--- config.mk ---
export PLATFORM = sky130hd
export DESIGN_NAME = memory_responder
export DESIGN_NICKNAME = d
export VERILOG_FILES = /design/src/rtl/memory_pkg.sv /design/src/rtl/memory_responder_rise_detect.sv /design/src/rtl/memory_responder.sv
export SDC_FILE = /design/constraint.sdc
export NUM_CORES = 1
export LEC_CHECK = 0
export CAP_MARGIN = 30
export CORE_MARGIN = 2
export CORE_UTILIZATION = 45
export CTS_CLUSTER_SIZE = 8
export DETAILED_ROUTE_END_ITERATION = 7
export DONT_BUFFER_PORTS = 1
export PLACE_DENSITY_LB_ADDON = 0.15
export SETUP_SLACK_MARGIN = 0.2
export SYNTH_ARGS = -nofsm -noshare
export SYNTH_HDL_FRONTEND = slang
export SYNTH_SLANG_ARGS = --single-unit
--- constraint.sdc ---
create_clock -name clock -period 1.7 [get_ports clock]
set_clock_uncertainty 0.15 [all_clocks]
set_input_delay 0 -clock clock [delete_from_list [all_inputs] [get_ports clock]]
set_output_delay 0 -clock clock [all_outputs]
set_load 0.02 [all_outputs]
--- src/rtl/memory_pkg.sv ---
// ============================================================================
// Module      : memory_pkg
// Description : Shared types and constants for the 48-bit ledger memory
//               responder (state encodings, slot geometry, merge helper).
// Revision    : 1.0 - initial release
// ============================================================================
`default_nettype none

package memory_pkg;

  localparam int SLOT_WIDTH = 16;
  localparam int NUM_SLOTS  = 3;
  localparam int WORD_WIDTH = 48;

  localparam logic ACCESS_FULL   = 1'b0;
  localparam logic ACCESS_MASKED = 1'b1;

  typedef enum logic [1:0] {
    IDLE       = 2'b00,
    WRITE_WAIT = 2'b01,
    READ_WAIT  = 2'b10
  } state_t;

  // Replace only the slots whose mask bit is set; other slots keep old_word.
  function automatic logic [WORD_WIDTH-1:0] merge_slots(
    input logic [WORD_WIDTH-1:0] old_word,
    input logic [WORD_WIDTH-1:0] new_word,
    input logic [NUM_SLOTS-1:0]  mask
  );
    logic [WORD_WIDTH-1:0] result;
    result = old_word;
    for (int i = 0; i < NUM_SLOTS; i++) begin
      if (mask[i]) begin
        result[i*SLOT_WIDTH +: SLOT_WIDTH] = new_word[i*SLOT_WIDTH +: SLOT_WIDTH];
      end
    end
    return result;
  endfunction

endpackage

`default_nettype wire

--- src/rtl/memory_responder_rise_detect.sv ---
// ============================================================================
// Module      : rise_detect
// Description : Rising-edge detector; remembers the previous level in a
//               register and flags a low-to-high transition.
// Revision    : 1.0 - initial release
// ============================================================================
`default_nettype none

module rise_detect (
  input  logic clock,
  input  logic resetn,
  input  logic level,
  output logic rise
);

  logic r_prev;

  always_ff @(posedge clock) begin
    if (!resetn) begin
      r_prev <= 1'b0;
    end else begin
      r_prev <= level;
    end
  end

  assign rise = level & ~r_prev;

endmodule

`default_nettype wire

--- src/rtl/memory_responder.sv ---
// ============================================================================
// Module      : memory_responder
// Description : Memory-side responder holding a 48-bit word as three 16-bit
//               slots; fixed-latency writes (full/masked) and reads.
// Revision    : 1.0 - initial release
// ============================================================================
`default_nettype none

module memory_responder
  import memory_pkg::*;
#(
  parameter int                    LATENCY    = 4,
  parameter logic [WORD_WIDTH-1:0] INIT_VALUE = '0
) (
  input  logic                  clock,
  input  logic                  resetn,
  input  logic                  write_enable,
  input  logic                  access_type,
  input  logic [NUM_SLOTS-1:0]  slot_mask,
  input  logic [WORD_WIDTH-1:0] data_in,
  input  logic                  read_req,
  output logic [WORD_WIDTH-1:0] data_out,
  output logic                  data_valid,
  output logic                  write_ack,
  output logic                  busy
);

  localparam logic [2:0] c_LAST = 3'(LATENCY - 1);

  state_t                r_state;
  logic [2:0]            r_counter;
  logic                  r_pending_read;
  logic [WORD_WIDTH-1:0] r_mem;
  logic [WORD_WIDTH-1:0] r_data_out;
  logic                  r_data_valid;
  logic                  r_write_ack;

  logic w_write_rise;
  logic w_read_rise;
  logic w_done;

  rise_detect u_write_rise (
    .clock  (clock),
    .resetn (resetn),
    .level  (write_enable),
    .rise   (w_write_rise)
  );

  rise_detect u_read_rise (
    .clock  (clock),
    .resetn (resetn),
    .level  (read_req),
    .rise   (w_read_rise)
  );

  assign w_done = (r_counter == c_LAST);

  always_ff @(posedge clock) begin
    if (!resetn) begin
      r_state        <= IDLE;
      r_counter      <= 3'd0;
      r_pending_read <= 1'b0;
      r_mem          <= INIT_VALUE;
      r_data_out     <= '0;
      r_data_valid   <= 1'b0;
      r_write_ack    <= 1'b0;
    end else begin
      r_data_valid <= 1'b0;
      r_write_ack  <= 1'b0;
      case (r_state)
        IDLE: begin
          r_counter <= 3'd0;
          if (w_write_rise) begin
            r_state        <= WRITE_WAIT;
            r_pending_read <= w_read_rise;
          end else if (w_read_rise) begin
            r_state <= READ_WAIT;
          end
        end

        WRITE_WAIT: begin
          if (w_done) begin
            r_counter <= 3'd0;
            // Operands are taken at commit time; a dropped level aborts.
            if (write_enable) begin
              r_mem       <= (access_type == ACCESS_FULL) ? data_in
                                                          : merge_slots(r_mem, data_in, slot_mask);
              r_write_ack <= 1'b1;
            end
            if (r_pending_read || w_read_rise) begin
              r_state        <= READ_WAIT;
              r_pending_read <= 1'b0;
            end else begin
              r_state <= IDLE;
            end
          end else begin
            r_counter <= r_counter + 3'd1;
            if (w_read_rise) begin
              r_pending_read <= 1'b1;
            end
          end
        end

        READ_WAIT: begin
          if (w_done) begin
            r_counter    <= 3'd0;
            r_data_out   <= r_mem;
            r_data_valid <= 1'b1;
            // A read queued during this read is served back-to-back.
            if (r_pending_read || w_read_rise) begin
              r_state        <= READ_WAIT;
              r_pending_read <= 1'b0;
            end else begin
              r_state <= IDLE;
            end
          end else begin
            r_counter <= r_counter + 3'd1;
            if (w_read_rise) begin
              r_pending_read <= 1'b1;
            end
          end
        end

        default: begin
          r_state        <= IDLE;
          r_counter      <= 3'd0;
          r_pending_read <= 1'b0;
        end
      endcase
    end
  end

  assign data_out   = r_data_out;
  assign data_valid = r_data_valid;
  assign write_ack  = r_write_ack;
  assign busy       = (r_state != IDLE);

endmodule

`default_nettype wire

* Word level (Yosys, flattened, before mapping)
Index checks and enable logic that the tools add are counted.
** Word-level totals
- Register bits :: 106
- Bits of input ports :: 56
- Output and inout port bits :: 51
- Word-level logic and storage cells :: 58
** Operators by class
- Add/subtract/negate cells :: 1
- Equal/unequal tests :: 11
- Mux-type cells :: 16
- Bitwise logic cells :: 6
- Reductions and logical operators :: 13
** Operators by type and width (number)
- 16-bit 2-to-1 mux :: 3
- 48-bit 2-to-1 mux :: 1
- 4-bit AND reduction :: 3
- 2-bit by 1-bit inequality test with 1-bit output, second input constant :: 5
- 2-bit 2-to-1 mux :: 4
- 1-bit 2-to-1 mux :: 6
- 3-bit by 2-bit inequality test with 1-bit output, second input constant :: 2
- 2-bit AND reduction :: 3
- 3-bit AND reduction :: 2
- 1-bit NOT :: 4
- 2-bit case mux with 2 select lines :: 1
- 3-bit by 1-bit adder with 3-bit output, second input constant :: 1
- 3-bit by 2-bit == test with 1-bit output, second input constant :: 1
- 3-bit by 1-bit inequality test with 1-bit output, second input constant :: 1
- 3-bit OR reduction :: 1
- 1-bit AND :: 2
- 2-bit by 1-bit == test with 1-bit output, second input constant :: 1
- 2-bit == test, second input constant :: 1
- 2-bit logical NOT :: 1
- 1-bit case mux with 2 select lines :: 1
- 2-bit nonzero test :: 1
- 2-bit OR reduction :: 1
- 1-bit logical OR :: 1

* Longest topological paths before layout
- Word-level depth :: 6
- Depth in mapped cells :: 7

* Hierarchy
A second synthesis with hierarchy kept.
** Unflattened totals
- Cell total of the unflattened synthesis :: 486
- Area total of the unflattened synthesis :: 4275.4 um2
** Modules (own cells, without submodules)
- memory_responder :: times used 1, cells each 480, area each 4195.3 um2
- rise_detect :: times used 2, cells each 3, area each 40.0 um2

* Worst setup path before layout
Ideal clock, no wire load.
- Kind :: register to register
- From :: reg r_counter[0]
- To :: reg r_mem[21]
- Arrival time :: 1.443 ns
- Path slack :: -0.020 ns
- Stages on the path, launching flop included :: 8
- Clock period less this slack :: 1.720 ns
- Cell sequence :: dfxtp_1 -> ha_1 -> ha_1 -> nand3_4 -> a21oi_4 -> buf_12 -> mux2i_1 -> nor2_1
** Between the ends
- Longest elaborated chain between the ends :: 2
** Ends and longest elaborated chain
- start, declared :: line memory_responder.sv:31 : logic [2:0] r_counter;
- start signal, assigned :: line memory_responder.sv:97 : r_counter <= r_counter + 3'd1;
- start signal, assigned :: line memory_responder.sv:117 : r_counter <= r_counter + 3'd1;
- 3-bit by 2-bit == test with 1-bit output :: line memory_responder.sv:56 : assign w_done = (r_counter == c_LAST);
- 4-bit AND reduction (no line)
- end signal, assigned :: line memory_responder.sv:86 : r_mem <= (access_type == ACCESS_FULL) ? data_in
- end, declared :: line memory_responder.sv:33 : logic [WORD_WIDTH-1:0] r_mem;
Every way passes these cells.
A chain may end at the register's enable or synchronous reset.

* Worst setup path in the final report
- From :: reg r_counter[0]
- To :: reg r_mem[31]
The elaborated chain is that of the path after synthesis.

==> impl_metrics.ini <==
[setup_path]
rrSetupSlack_ns = 0.01
r2r_end = r_mem[31]
r2r_start = r_counter[0]
worstSetupEndpointType = flip-flop
start_kind = flip-flop
cp-endpoint = r_mem[31]
criticalPathCategory = flip-flop to flip-flop
r2r_cells = 7
cp.arrival_ns = 1.79
cp.required_ns = 1.81
cp_max_fo = 8
critPathLaunch = r_counter[0]

[worst_hold_path]
holdCritPathClass = input pin to flip-flop

[global_routing]
overflow = 0
top_usage_layer = met2
use_met2 = 0.320
gr-usage-met3 = 0.0491
grt_pass1_wl_um = 14300
grt_max_degree = 51
grt_use_met1 = 0.228
antenna_found_initial = 0
grtUsageTotal = 0.186
grt_pass1_vias = 2904

[timing]
min_period_ns = 1.69
finalMaxSlewViolations = 0
setup_viol = 0
slew-limit-headroom = 0.636
timing.hold.ws_ns = -0.279
rsz0062_at_grt = true
timing.final.crit_share = 0.992
worstMarginPinSlew_ns = 0.546
finalHoldViolCount = 4
fmax_ghz = 0.593

[yosys]
syn_nets = 480
syn_inst = 417
ys_ff_latch = 106
synth_area_um2 = 3870
ys_types = 25
yosysWarningCount = 0
avgSynthCellArea_um2 = 9.28
seq_area_frac_synth = 0.548

[clocking]
clock_path_buffers = 2
clkTransAtPathRegs_ns = 0.10
cts_hold_buf = 54
clkSinkCount = 106
htree_levels = 3
clk_latency_ns = 0.36
numCtsBuffers = 9
cts_tree = built
cts_root_buffer = clkbuf_8

[floorplan]
die_h_um = 96.8
rows = 33
fp.dieW_um = 96.8
core-area_um2 = 8260
die_area_um2 = 9360
ios = 107
initial_utilization = 0.469

[drt]
dr.pass1.iters = 5
wl_per_cell_um = 15.9
final_antenna_net_count = 0
drcViolationCount = 0
routed_via_density = 5.08
vias = 2985
detail_route.iter0.violations = 96
drt-total-wl_um = 9350

[cells_and_area]
stdcell_count = 588
final_area_um2 = 5080
final_cell_mix = dfxtp_1, nand2_1, nor2_1, dlygate4sd3_1, mux2i_1
syn_to_final_growth_pct = 31.4
final_nets = 541
final_util = 0.616
antennaDiodeCount = 0
mostFrequentLayoutCell = dfxtp_1
drive_above_1_share = 0.155

[power]
power.density_nw_per_um2 = 886
power.leakage_uw = 0.00175
ir_worst_vdd_v = 0.000398
total_power_uw = 4510

[placed_design]
io_buffers = 0
dp_cells = 507
place.gp.congestion = 0.846
hpwl_um = 5390
dpl-instance-area_um2 = 4060

[status]
violations = hold timing
run_status = finished, violations left

[flow_run]
drv_cap = 0
[flip-flops by register name, indices dropped and copies added (netlist names)]
name / cells
u_write_rise.r_prev: 1
data_valid: 1
write_ack: 1
r_mem: 48
data_out: 48
r_state: 2
r_pending_read: 1
r_counter: 3
u_read_rise.r_prev: 1
[synth_stat cells (all sizes together)]
cell type,n,area [um^2]
nor2,54,203
mux2i,48,480
clkbuf,10,37.5
o32ai,1,8.76
o31a,1,8.76
and2,4,26.3
ha,7,87.6
o22ai,1,6.26
or3,1,6.26
nand2b,1,6.26
nor2b,2,12.5
nand2,99,372
and3,1,6.26
inv,8,30.0
or2b,1,7.51
nand3b,2,15.0
dfxtp,106,2120
a21oi,53,299
buf,14,109
o21ai,2,10.0
nand3,1,17.5
[worst min-delay path by stage]
| stage | cells past startpoint | slack [ns] | endpoint | from |
|---|---|---|---|---|
| 2_1_floorplan | 1 | -0.03 | u_read_rise.r_prev | read_req |
| 3_3_place_gp | 1 | -0.03 | u_read_rise.r_prev | read_req |
| 3_5_place_dp | 1 | -0.03 | u_read_rise.r_prev | read_req |
| 4_1_cts | 2 | -0.34 | write_ack | write_enable |
| 5_1_grt | 2 | -0.28 | r_state[0] | write_enable |
| 6_report | 2 | -0.28 | r_state[0] | write_enable |
[timing repair]
action	4_1_cts	5_1_grt
endpoints found under the setup margin	98	100
setup buffers	0	3
pin swaps	0	14
endpoints found under the hold margin	85	4
cloned	1	7
resized for setup	2	31
[report_power, final]
part / switching, uW / leakage (uW) / internal, uW
combinational: 272 / 0.000819 / 283
clock: 825 / 0.0000786 / 572
sequential: 29.6 / 0.000856 / 2520
[area by class of cell]
cell class,count,area [um^2]
timing repair buffer,74,901
clock buffer,12,145
inverter,8,30.0
tap,105,131
clock inverter,4,27.5
fill,715,3170
sequential,106,2130
multi-input combinational,279,1720
[metal layers]
| layer | up-vias | part of all wire | wire, um |
|---|---|---|---|
| met5 | - | 0 | 0 |
| met4 | 0 | 0.013 | 124 |
| met3 | 14 | 0.050 | 468 |
| met2 | 83 | 0.49 | 4620 |
| met1 | 1406 | 0.44 | 4140 |
| li1 | 1482 | - | - |
[cell families after synthesis]
logic type | count (synthesis) | share of synthesized area
AND/OR/NAND/NOR | 166 | 0.174
flip-flops | 106 | 0.548
AO/OA/AOI/OAI | 58 | 0.0860
multiplexers | 48 | 0.124
buffers and inverters | 32 | 0.0456
adder cells (fa/ha/maj) | 7 | 0.0226
[critical path: stages, from the launching register on]
cell	delay (ns)
dfxtp_2	0.36
ha_4	0.15
ha_4	0.14
nand3_4	0.11
a21oi_4	0.21
clkbuf_16	0.20
mux2i_1	0.20
nor2_1	0.07
[through the flow]
stage          TNS, ns  worst slack (ns)
3_5_place_dp         0            0.0159
2_1_floorplan        0            0.0460
5_1_grt          -1.44           -0.0515
6_report             0            0.0142
3_3_place_gp         0            0.0808
4_1_cts              0           0.00978
No activity file was read; power rests on OpenSTA's default activity.
